===== src/rtl/ahb_sram_slave.sv =====
// AHB-Lite SRAM slave: a little-endian, byte-addressable memory window with optional
// fixed wait states per accepted transfer and two-cycle ERROR responses.
module ahb_sram_slave #(
    parameter logic [31:0] START_ADDR     = 32'h0,
    parameter int unsigned DEPTH_IN_BYTES = 32'h100,
    parameter int unsigned WAIT_STATES    = 0
) (
    input  logic        HCLK,
    input  logic        HRESET,
    input  logic        HSEL,
    input  logic [31:0] HADDR,
    input  logic [1:0]  HTRANS,
    input  logic        HWRITE,
    input  logic [2:0]  HSIZE,
    input  logic [2:0]  HBURST,
    input  logic [31:0] HWDATA,
    input  logic        HREADY,
    output logic [31:0] HRDATA,
    output logic [1:0]  HRESP,
    output logic        HREADYOUT
);

    localparam int unsigned DepthWords = DEPTH_IN_BYTES / 4;
    localparam int unsigned IdxW       = (DepthWords > 1) ? $clog2(DepthWords) : 1;
    localparam logic [32:0] LastAddr   = {1'b0, START_ADDR} + 33'(DEPTH_IN_BYTES) - 33'd1;
    localparam logic [1:0]  WaitLast   = (WAIT_STATES > 0) ? 2'(WAIT_STATES - 1) : 2'd0;

    typedef enum logic [2:0] {
        StIdle,
        StWait,
        StData,
        StErr1,
        StErr2
    } state_e;

    state_e      state_q, state_d;
    logic [1:0]  wait_cnt_q, wait_cnt_d;
    logic [31:0] addr_q, addr_d;
    logic        write_q, write_d;
    logic [1:0]  size_q, size_d;

    logic        can_accept;
    logic        accept;
    logic [2:0]  size_bytes;
    logic [32:0] start_off;
    logic [32:0] end_addr;
    logic        misaligned;
    logic        addr_err;
    logic [31:0] mem_off;
    logic [IdxW-1:0] word_idx;
    logic [3:0]  byte_en;

    logic [31:0] mem [DepthWords];

    // ------------------------------------------------------------------
    // Address-phase decode and error check
    // ------------------------------------------------------------------
    assign can_accept = (state_q == StIdle) || (state_q == StData) || (state_q == StErr2);
    assign accept     = can_accept && HSEL && HREADY && HTRANS[1];

    always_comb begin
        size_bytes = 3'd4;
        case (HSIZE)
            3'd0:    size_bytes = 3'd1;
            3'd1:    size_bytes = 3'd2;
            default: size_bytes = 3'd4;
        endcase
    end

    // Borrow out of the subtraction flags an address below the window.
    assign start_off  = {1'b0, HADDR} - {1'b0, START_ADDR};
    assign end_addr   = {1'b0, HADDR} + {30'd0, size_bytes} - 33'd1;
    assign misaligned = ((HSIZE == 3'd1) && HADDR[0]) ||
                        ((HSIZE == 3'd2) && (HADDR[1:0] != 2'b00));
    assign addr_err   = start_off[32] || (end_addr > LastAddr) || (HSIZE > 3'd2) || misaligned;

    // ------------------------------------------------------------------
    // FSM
    // ------------------------------------------------------------------
    always_ff @(posedge HCLK) begin
        if (HRESET) begin
            state_q    <= StIdle;
            wait_cnt_q <= 2'd0;
            addr_q     <= 32'd0;
            write_q    <= 1'b0;
            size_q     <= 2'd0;
        end else begin
            state_q    <= state_d;
            wait_cnt_q <= wait_cnt_d;
            addr_q     <= addr_d;
            write_q    <= write_d;
            size_q     <= size_d;
        end
    end

    always_comb begin
        state_d    = state_q;
        wait_cnt_d = wait_cnt_q;
        addr_d     = addr_q;
        write_d    = write_q;
        size_d     = size_q;
        HREADYOUT  = 1'b1;
        HRESP      = 2'b00;

        if (accept) begin
            addr_d     = HADDR;
            write_d    = HWRITE;
            size_d     = HSIZE[1:0];
            wait_cnt_d = 2'd0;
        end

        case (state_q)
            StIdle, StData: begin
                if (accept) begin
                    if (addr_err) begin
                        state_d = StErr1;
                    end else begin
                        state_d = (WAIT_STATES > 0) ? StWait : StData;
                    end
                end else begin
                    state_d = StIdle;
                end
            end
            StWait: begin
                HREADYOUT = 1'b0;
                if (wait_cnt_q == WaitLast) begin
                    state_d = StData;
                end else begin
                    wait_cnt_d = wait_cnt_q + 2'd1;
                end
            end
            StErr1: begin
                HREADYOUT = 1'b0;
                HRESP     = 2'b01;
                state_d   = StErr2;
            end
            StErr2: begin
                HRESP = 2'b01;
                if (accept) begin
                    if (addr_err) begin
                        state_d = StErr1;
                    end else begin
                        state_d = (WAIT_STATES > 0) ? StWait : StData;
                    end
                end else begin
                    state_d = StIdle;
                end
            end
            default: state_d = StIdle;
        endcase
    end

    // ------------------------------------------------------------------
    // Memory array and data path
    // ------------------------------------------------------------------
    assign mem_off  = addr_q - START_ADDR;
    assign word_idx = mem_off[IdxW+1:2];

    always_comb begin
        byte_en = 4'b0000;
        case (size_q)
            2'd0:    byte_en[addr_q[1:0]] = 1'b1;
            2'd1:    byte_en = addr_q[1] ? 4'b1100 : 4'b0011;
            default: byte_en = 4'b1111;
        endcase
    end

    // Write lands at the edge closing the DATA cycle, so a read data phase that
    // follows directly already sees the updated word.
    always_ff @(posedge HCLK) begin
        if (!HRESET && (state_q == StData) && write_q) begin
            for (int n = 0; n < 4; n++) begin
                if (byte_en[n]) begin
                    mem[word_idx][8*n +: 8] <= HWDATA[8*n +: 8];
                end
            end
        end
    end

    assign HRDATA = ((state_q == StData) && !write_q) ? mem[word_idx] : 32'd0;

    logic unused_ok;
    assign unused_ok = ^{HBURST, HTRANS[0], start_off, mem_off};

endmodule


===== config.mk =====
export PLATFORM = sky130hd
export DESIGN_NAME = ahb_sram_slave
export DESIGN_NICKNAME = d
export VERILOG_FILES = /design/src/rtl/ahb_sram_slave.sv
export SDC_FILE = /design/constraint.sdc
export NUM_CORES = 2
export LEC_CHECK = 0
export CORE_MARGIN = 1
export CORE_UTILIZATION = 65
export CTS_CLUSTER_DIAMETER = 40
export DETAILED_ROUTE_END_ITERATION = 16
export GPL_TIMING_DRIVEN = 0
export HOLD_SLACK_MARGIN = 0.12
export PLACE_DENSITY = 0.86
export SLEW_MARGIN = 5
export SYNTH_ARGS = -nofsm -noshare
export SYNTH_HDL_FRONTEND = slang
export SYNTH_SLANG_ARGS = --single-unit
export TNS_END_PERCENT = 1

===== constraint.sdc =====
create_clock -name HCLK -period 9.6 [get_ports HCLK]
set_input_delay 1.44 -clock HCLK [delete_from_list [all_inputs] [get_ports HCLK]]
set_output_delay 1.44 -clock HCLK [all_outputs]
set_load 0.05 [all_outputs]

==> flow_summary.toml <==
[synth]
synth.area.top_cells = "edfxtp_1, mux4_2, nor2_1, ha_1, nand2_1"
synth_compound_area_frac = 0.01510
muxShareOfSynthArea = 0.1825
synthSimpleGateAreaFrac = 0.02658
synth_fp_nets = 3866
seq_area_frac_synth = 0.7549
yosysTopAreaCell = "edfxtp_1"
synthTopCellsByCount = "edfxtp_1, mux4_2, nor2_1"
yosys.area_share.adder = 0.005734
synth_seq_cells = 2070
synth_edf_count = 2048
yosys.area.top_type_share = 0.7496
synthCells = 3752
yosysMostFrequentCell = "edfxtp_1"
synth_top_family_by_area = "multiplexers"
synth-xor-area-share = 0.001388
synth.avg_cell_area_um2 = 21.87
syn_area_um2 = 82040
ys_warn_count = 0
yosys_most_used_dff = "edfxtp_1"
ys_types = 63
async_flop_share = 0

[placed_design]
portBuffers = 105
routabilityCongestion = 0.9588
postPlaceCellArea_um2 = 85710
hpwl_um = 162100

[critical_path]
crit_type = "flip-flop to output pin"
crit_fanout = 10
worst_setup_path_end_kind = "output pin"
cp-start-kind = "flip-flop"
timing.rr.end = "mem[23][3]$_DFFE_PP_"
ff2ff_setup_slack_ns = 5.49
reg2reg_depth = 4
rr_startpoint = "addr_q[6]$_SDFFE_PP0P_"
cp.required_ns = 8.16
cp.arrival_ns = 7.10
endpoint = "HRDATA[16]"

[pwr]
p_int_mw = 14.68
p_clk_frac = 0.425
ir_worst_vdd_uv = 211.5
power.net_switching_mw = 4.212
power_density_nw_per_um2 = 204.7
pwr-share-comb = 0.049
p_seq_frac = 0.525
swShare = 0.2229
p_leak_nw = 27.83

[floorplan]
coreArea_um2 = 124400
die_area_um2 = 127600
die_h_um = 357.3
boundaryPins = 112
fp.dieW_um = 357.3
rows = 129
floorplan.initialDensity = 0.6593

[grt]
grt_pass1_vias = 45950
use_met3 = 0.1570
met2_usage = 0.6386
grt_usage = 0.4263
overflow = 0
grt_max_degree = 65
busiest_layer = "met2"
grt_use_met1 = 0.5023
antenna_found_initial = 23
grt_pass1_wl_um = 361700

[sta]
fin_crit_sh = 0.8893
rsz0062_at_grt = "no"
drv_slew = 22
setup_viol = 0
hold_viol_final = 0
fmax_mhz = 117.1
relSlewSlack = -0.09158
fin_crit_ns = 8.538
fin_worst_skew_ns = 0.02857
tightest_slew_ns = 1.637
finalSetupTns_ns = 0

[clock_tree]
cts_buffers = 206
clkTransAtPathRegs_ns = 0.06
post_cts_buffers = 0
clock-sinks = 2070
cts_repair_resize_count = 0
clockRootBuffer = "clkbuf_16"
cts_buffer_depth = 3
worstSkewPairLatency_ns = 0.86
hold_buffers = 0
cts_tree = "built"
htree_num_levels = 4

[worst_hold_path]
min_path_type = "flip-flop to flip-flop"
hold_start = "wait_cnt_q[0]$_SDFF_PP0_"

[cells_and_area]
area.growth.synth_to_final_pct = 12.49
finish.instance_area_um2 = 92290
layout-drive-gt1-share = 0.2617
nets = 4215

[outcome]
run_status = "finished with violations"
violations = "capacitance limit, slew limit"

[detailed_routing]
viasPerCell = 7.829
dr.pass1.iters = 12
dr_total_vias = 46310
drtIter0Drc = 9124
drc = 0
antenna_left = 0
wl_um = 265400
routedWlPerCell_um = 44.87

[flow_run]
max_cap_violations = 3
[worst max-delay path, cell delays in order (launching register included)]
cell and delay, ns:
dfxtp_1 0.56, buf_2 0.51, buf_1 1.04, buf_1 1.09, clkbuf_1 0.67, a211oi_1 0.37
a211oi_1 1.02, clkdlybuf4s50_1 0.98
[power by group through the flow]
stage | clock (mW) | sequential [mW] | combinational (mW)
final | 8.04 | 9.93 | 0.931
after global routing | 8.25 | 9.92 | 0.934
after CTS | 7.94 | 9.93 | 0.882
after detailed placement | 0 | 10.1 | 0.849
after global placement | 0 | 10.1 | 0.785
after floorplan | 0 | 10.1 | 0.423
[kinds of logic (layout without fill, tap and decap cells)]
group                    after synthesis  count (layout)
XOR/XNOR                              13              13
buffers and inverters                256             773
AND/OR/NAND/NOR                      512             512
other                                  1              10
multiplexers                         678             678
flip-flops                          2070            2070
adder cells (fa/ha/maj)               37              37
AO/OA/AOI/OAI                        185             185
[area by class of cell]
type / instances / area, µm²
Sequential cell: 2070 / 61940
Fill cell: 6172 / 32150
Multi-Input combinational cell: 1426 / 19010
Clock buffer: 262 / 5470
Tap cell: 1637 / 2048
Timing Repair Buffer: 141 / 1595
Clock inverter: 114 / 1055
Buffer: 212 / 985.9
Inverter: 44 / 165.2
Antenna cell: 9 / 22.52
[layer usage]
layer,part of all wire,routed length [µm]
met5,0.0011,304
met4,0.10,27690
met3,0.15,40910
met2,0.45,120400
met1,0.29,76150
[how the worst min path moves through the flow]
stage                                           to  cells after the start
after floorplan               write_q$_SDFFE_PP0P_                      2
after global placement        write_q$_SDFFE_PP0P_                      2
after detailed placement  wait_cnt_q[0]$_SDFF_PP0_                      2
after CTS                 wait_cnt_q[0]$_SDFF_PP0_                      2
after global routing      wait_cnt_q[0]$_SDFF_PP0_                      2
final                     wait_cnt_q[0]$_SDFF_PP0_                      2
[stage by stage]
step                      total power [mW]  setup WS [ns]  hold slack, ns  cells    util
final                                18.89          1.062          0.5003   5915  0.7417
after global routing                 19.11          1.403          0.4941   5906  0.7415
after CTS                            18.75          1.596          0.4916   5904  0.7412
after detailed placement             10.97          2.627          0.4728   5528  0.6887
after global placement               10.93          2.317          0.4523   5494  0.6842
after floorplan                      10.55          5.095          0.4406   3752       -
[layout by cell type, fill, tap and decap left out, types with 22 or more instances in the layout]
master	Yosys	layout
buf_2	47	82
nor2b_1	36	36
clkinv_2	0	30
a211oi_1	42	42
nor2_1	293	293
edfxtp_1	2048	2048
inv_1	44	44
ha_1	36	36
clkbuf_1	113	152
clkdlybuf4s50_1	0	73
mux2i_1	24	24
buf_1	31	24
nand2_1	120	120
clkbuf_16	0	210
dfxtp_1	22	22
o21ai_0	22	22
mux4_2	654	654
buf_12	0	30
clkinv_1	0	33
a21oi_1	50	50
[state kept, by name (all words and copies together), names as in the netlist, named ones only]
register,count
mem,2048
state_q,3
addr_q,8
write_q,1
wait_cnt_q,2
size_q,2
(Power assumes the default switching activity.)
